<file path="config.mk">
export PLATFORM = sky130hd
export DESIGN_NAME = serv_ifetch
export DESIGN_NICKNAME = d
export VERILOG_FILES = /design/src/rtl/serv_ifetch.sv
export SDC_FILE = /design/constraint.sdc
export NUM_CORES = 1
export LEC_CHECK = 0
export BUFFER_PORTS_ARGS = -buffer_cell sky130_fd_sc_hd__clkbuf_2
export CAP_MARGIN = 0
export CORE_ASPECT_RATIO = 1.4
export CORE_MARGIN = 8
export CORE_UTILIZATION = 48
export CTS_CLUSTER_SIZE = 12
export DETAILED_ROUTE_END_ITERATION = 7
export GPL_TIMING_DRIVEN = 0
export PLACE_DENSITY = 0.88
export SLEW_MARGIN = 20
export SYNTH_ARGS = -nofsm -noshare
export SYNTH_HDL_FRONTEND = slang
export SYNTH_SLANG_ARGS = --single-unit
</file>
<file path="constraint.sdc">
create_clock -name clk -period 2.2 [get_ports clk]
set_clock_uncertainty 0.1 [all_clocks]
set_input_delay 0.22 -clock clk [delete_from_list [all_inputs] [get_ports clk]]
set_output_delay 0.22 -clock clk [all_outputs]
set_load 0.1 [all_outputs]
</file>
<file path="src/rtl/serv_ifetch.sv">
// serv_ifetch: Wishbone-classic instruction fetch initiator.
// Issues one read per accepted fetch request and hands instruction bits
// [31:2] to the decoder with a one-cycle strobe. Rejects misaligned PCs,
// flags non-32-bit encodings, aborts on bus timeout and honours flushes.
module serv_ifetch #(
    parameter int unsigned TIMEOUT  = 0,
    parameter logic [31:0] RESET_PC = 32'h0000_0000
) (
    input  logic        clk,
    input  logic        i_rst,
    input  logic        i_fetch_req,
    input  logic [31:0] i_pc,
    input  logic        i_flush,
    output logic [31:0] o_ibus_adr,
    output logic        o_ibus_cyc,
    input  logic        i_ibus_ack,
    input  logic [31:0] i_ibus_rdt,
    output logic [29:0] o_wb_rdt,
    output logic        o_wb_en,
    output logic        o_busy,
    output logic        o_misalign,
    output logic        o_illegal,
    output logic        o_bus_err
);

    // A zero TIMEOUT still needs a legal (1-bit) counter; it is simply unused.
    localparam int unsigned CNT_W = (TIMEOUT > 0) ? $clog2(TIMEOUT + 1) : 1;
    localparam logic [CNT_W-1:0] CNT_LAST = (TIMEOUT > 0) ? CNT_W'(TIMEOUT - 1) : '0;
    localparam logic [CNT_W-1:0] CNT_MAX  = '1;

    typedef enum logic {
        IDLE = 1'b0,
        WAIT = 1'b1
    } state_t;

    state_t      state_reg, state_next;
    logic [29:0] adr_reg, adr_next;
    logic [29:0] rdt_reg, rdt_next;
    logic [CNT_W-1:0] cnt_reg, cnt_next;
    logic        en_reg, en_next;
    logic        ill_reg, ill_next;
    logic        mis_reg, mis_next;
    logic        err_reg, err_next;

    // State and output registers; synchronous reset discards any ack seen this cycle.
    always_ff @(posedge clk) begin
        if (i_rst) begin
            state_reg <= IDLE;
            adr_reg   <= RESET_PC[31:2];
            rdt_reg   <= '0;
            cnt_reg   <= '0;
            en_reg    <= 1'b0;
            ill_reg   <= 1'b0;
            mis_reg   <= 1'b0;
            err_reg   <= 1'b0;
        end else begin
            state_reg <= state_next;
            adr_reg   <= adr_next;
            rdt_reg   <= rdt_next;
            cnt_reg   <= cnt_next;
            en_reg    <= en_next;
            ill_reg   <= ill_next;
            mis_reg   <= mis_next;
            err_reg   <= err_next;
        end
    end

    // Next-state logic: accept requests in IDLE; in WAIT flush beats ack beats timeout.
    always_comb begin
        state_next = state_reg;
        adr_next   = adr_reg;
        rdt_next   = rdt_reg;
        cnt_next   = cnt_reg;
        en_next    = 1'b0;
        ill_next   = 1'b0;
        mis_next   = 1'b0;
        err_next   = 1'b0;
        case (state_reg)
            IDLE: begin
                if (i_fetch_req && !i_flush) begin
                    if (i_pc[1:0] == 2'b00) begin
                        adr_next   = i_pc[31:2];
                        cnt_next   = '0;
                        state_next = WAIT;
                    end else begin
                        mis_next = 1'b1;
                    end
                end
            end
            WAIT: begin
                if (i_flush) begin
                    state_next = IDLE;
                end else if (i_ibus_ack) begin
                    rdt_next   = i_ibus_rdt[31:2];
                    en_next    = 1'b1;
                    ill_next   = (i_ibus_rdt[1:0] != 2'b11);
                    state_next = IDLE;
                end else if ((TIMEOUT != 0) && (cnt_reg == CNT_LAST)) begin
                    err_next   = 1'b1;
                    state_next = IDLE;
                end else if (cnt_reg != CNT_MAX) begin
                    // Saturate so the counter never wraps when the timeout is disabled.
                    cnt_next = cnt_reg + 1'b1;
                end
            end
            default: begin
                state_next = IDLE;
            end
        endcase
    end

    assign o_ibus_adr = {adr_reg, 2'b00};
    assign o_ibus_cyc = (state_reg == WAIT);
    assign o_busy     = (state_reg == WAIT);
    assign o_wb_rdt   = rdt_reg;
    assign o_wb_en    = en_reg;
    assign o_illegal  = ill_reg;
    assign o_misalign = mis_reg;
    assign o_bus_err  = err_reg;

endmodule
</file>
# --- Word level (Yosys, flattened, before mapping) ---
# Cells that the tools add are included.
totals:
  regBits: 64
  input_bits: 69
  elab_cells: 26
  output_inout_bits: 68
classes:
  bitwise_logic: 4
  n_eq_ne: 1
  n_reduce_logical: 8
  muxes: 7
op_table:
  columns: ["op", "n"]
  rows:
  - ["$mux 1", 6]
  - ["$reduce_and 3->1", 2]
  - ["$reduce_or 3->1", 2]
  - ["$not 1->1", 4]
  - ["$reduce_or 4->1", 1]
  - ["$logic_not 2->1", 1]
  - ["$ne 2x2->1 const B", 1]
  - ["$pmux 1 s2", 1]
  - ["$logic_and 1x1->1", 1]
  - ["$logic_not 1->1", 1]

# --- Logic depth before layout (Yosys ltp) ---
depth:
  word_depth: 4
  mapped_depth: 4

# --- Worst setup path after synthesis ---
# No wires, ideal clock.
synth_path:
  path_type: "reg2reg"
  startpoint: "register state_reg, in the netlist o_busy"
  endpoint: "register adr_reg[0]"
  synth_period_minus_slack_ns: 1.970
  stages_incl_launch_ff: 5
  slack_ns: 0.230
  setup_time_ns: 0.072
  arrival_time_ns: 1.799
  n_path_buf: 1
  required_ns: 2.028
  path_cell_list: "dfxtp_1 -> or3b_4 -> nor3_4 -> buf_8 -> mux2i_1"
synth_between:
  elab_chain_len: 2
synth_lines:
  columns: ["element", "line", "source"]
  rows:
  - ["from (decl)", "36", "state_t state_reg, state_next;"]
  - ["from (signal assigned)", "57", "state_reg <= state_next;"]
  - ["$not 1->1 (no source line)", null, null]
  - ["$reduce_and 3->1 (no source line)", null, null]
  - ["to (signal assigned)", "49", "adr_reg <= RESET_PC[31:2];"]
  - ["to (signal assigned)", "58", "adr_reg <= adr_next;"]
  - ["to (decl)", "37", "logic [29:0] adr_reg, adr_next;"]
# No other way between the ends.
# A chain may end at the register's enable or synchronous reset.

# --- Final worst setup path ---
layout_path:
  startpoint: "register state_reg, in the netlist o_busy"
  endpoint: "register adr_reg[7]"
# The elaborated chain is that of the path after synthesis.

==> impl_metrics.ini <==
[yosys]
synth_compound_area_share_pct = 6.56
synthCells = 278
synth.avg_cell_area_um2 = 9.19
synthSimpleGateAreaFrac_pct = 26.1
synth_cell_types = 19
synth_top_family_by_area = simple AND/OR/NAND/NOR gates
synth_seq_area_share_pct = 50.1
ys_ff_latch = 64
synth-xor-area-share_pct = 0
yosys_warnings = 0
synthesis.area_um2 = 2550
synthMuxAreaShare_pct = 11.8
yosys.area_share.adder_pct = 0

[place]
dp_slack_ns = 0.546
placed_area_um2 = 3310
hpwlAfterDp_um = 5530
gp_congestion = 0.779
io_buffers = 132
dp.cells = 478

[floorplan]
die_h_um = 102
start_util_pct = 49.5
rows = 31
io-pin-count = 137
core_um2 = 5160
dieWidth_um = 77.7
die_area_um2 = 7950

[cells_and_area]
nNetsFinal = 497
layout_common_cells = clkbuf_2 (132), dfxtp_1 (64), nand2b_1 (60), nand2_1 (60)
multiInputGateArea_um2 = 1140
stdcell_count = 499
layout_commonest_cell = clkbuf_2
fillers = 417
stdcell_area_um2 = 3540
n_antenna_cell = 0
area_delta_synth_final_pct = 38.6
drive_above_1_share_pct = 36.5
seqCellArea_um2 = 1280

[sta]
slew_violations = 0
period_minus_slack_ns = 1.66
worst_slack_ns = 0.543
timing.setup.tns_ns = 0
setup_viol = 0
hold_viol = 0
fmax_ghz = 0.603
hold_slack_ns = 0.00994
relSlewSlack_pct = 62.4
post-route-period-util_pct = 75.3
rsz0062_at_grt = no
worstMarginPinSlew_ns = 0.567

[route]
vias = 2293
vias_per_cell = 4.60
drtAntennaViolNets = 0
drt-pass1-iter-count = 4
dr.first_iter.drc_count = 82
drt-wirelength-per-cell_um = 13.6
routed_wl_um = 6790
drc = 0

[clock_tree]
cts_setup_buffers = 0
clkTransAtPathRegs_ns = 0.07
cts.sinks = 64
worst_skew_pair.late_latency_ns = 0.32
h-tree-depth = 3
clock_path_buffers = 2
cts_buffers = 9
root_buffer = clkbuf_8
cts_tree = built

[critical_path]
path_max_fanout = 10
worstSetupEndpointType = flip-flop
crit_type = reg2reg
startpoint_type = flip-flop
worstPathArrival_ns = 1.81
crit_required_ns = 2.35

[power_and_ir_drop]
ir_drop_v = 0.000453
p_leak_nw = 1.55
power.density_nw_per_um2 = 685

[global_routing]
gr-total-overflow = 0
grt_pass1_vias = 2337
grt_max_degree = 11
antenna_found_initial = 0
grt_pass1_wl_um = 10800
grt_usage_pct = 16.8

[run_status]
outcome = completed

[worst_hold_path]
holdCritPathClass = in2reg

[flow_run]
drv_cap = 0
==> synthesized netlist by cell type (all sizes together) <==
| master | instances | share of area [%] |
|---|---|---|
| a211oi | 1 | 0.29 |
| a21oi | 30 | 5.9 |
| and3b | 1 | 0.39 |
| buf | 8 | 3.1 |
| clkbuf | 15 | 2.2 |
| conb | 1 | 0.15 |
| dfxtp | 64 | 50 |
| mux2i | 30 | 12 |
| nand2 | 60 | 8.8 |
| nand2b | 60 | 15 |
| nand3b | 1 | 0.29 |
| nor2 | 2 | 0.29 |
| nor3 | 2 | 0.83 |
| nor3b | 1 | 0.29 |
| o21ba | 1 | 0.39 |
| or3b | 1 | 0.44 |
==> worst max-delay path: stages, from the launching register on <==
cell	delay, ns
dfxtp_1	0.35
or3b_4	0.40
nor3_4	0.30
buf_8	0.21
mux2i_1	0.22
==> area by class of cell <==
type	count	share of cell area (%)
Multi-Input combinational cell	193	32.3
Clock buffer	14	4.88
Sequential cell	64	36.2
Tap cell	66	2.33
Timing Repair Buffer	137	20.1
Clock inverter	2	0.353
Buffer	23	3.85
==> cell families (layout without fill, tap and decap cells) <==
kind of cell           count (synthesis)  count (layout)
AO/OA/AOI/OAI                         32              32
buffers and inverters                 23             176
flip-flops                            64              64
multiplexers                          30              30
other                                  1               3
AND/OR/NAND/NOR                      128             128
==> stage by stage <==
stage / utilization, % / total power, mW
after floorplan: - / 1.43
after global placement: 64.1 / 1.52
after detailed placement: 64.1 / 1.52
after CTS: 68.3 / 2.45
after global routing: 68.6 / 2.52
final: 68.6 / 2.43
==> metal layers <==
layer	vias up	GRT usage, %	wire length [um]
li1	1187	-	-
met1	1001	15.6	2510
met2	96	29.9	3420
met3	9	8.89	777
met4	0	7.43	86
met5	-	0	0
==> report_power, final <==
group	switching [mW]	internal, mW
Sequential	0.00807	1.17
Combinational	0.213	0.107
Clock	0.422	0.501
Total	0.643	1.78
==> path summary, 6_finish.rpt <==
kind	startpoint	endpoint	slack, ns	cells after the start
hold reg to reg	o_wb_rdt[0]$_SDFFE_PP0P_	o_wb_rdt[0]$_SDFFE_PP0P_	0.35	2
setup reg to reg	o_busy$_SDFF_PP0_	adr_reg[7]$_SDFFE_PP0P_	0.54	4
hold / removal	i_ibus_rdt[3]	o_wb_rdt[1]$_SDFFE_PP0P_	0.01	3
setup / recovery	o_busy$_SDFF_PP0_	adr_reg[7]$_SDFFE_PP0P_	0.54	4
==> what timing repair did <==
item,4_1_cts,5_1_grt
resized for setup,0,0
hold buffers,3,2
hold endpoints to repair,3,2
Power figures use the tool's default switching activity.
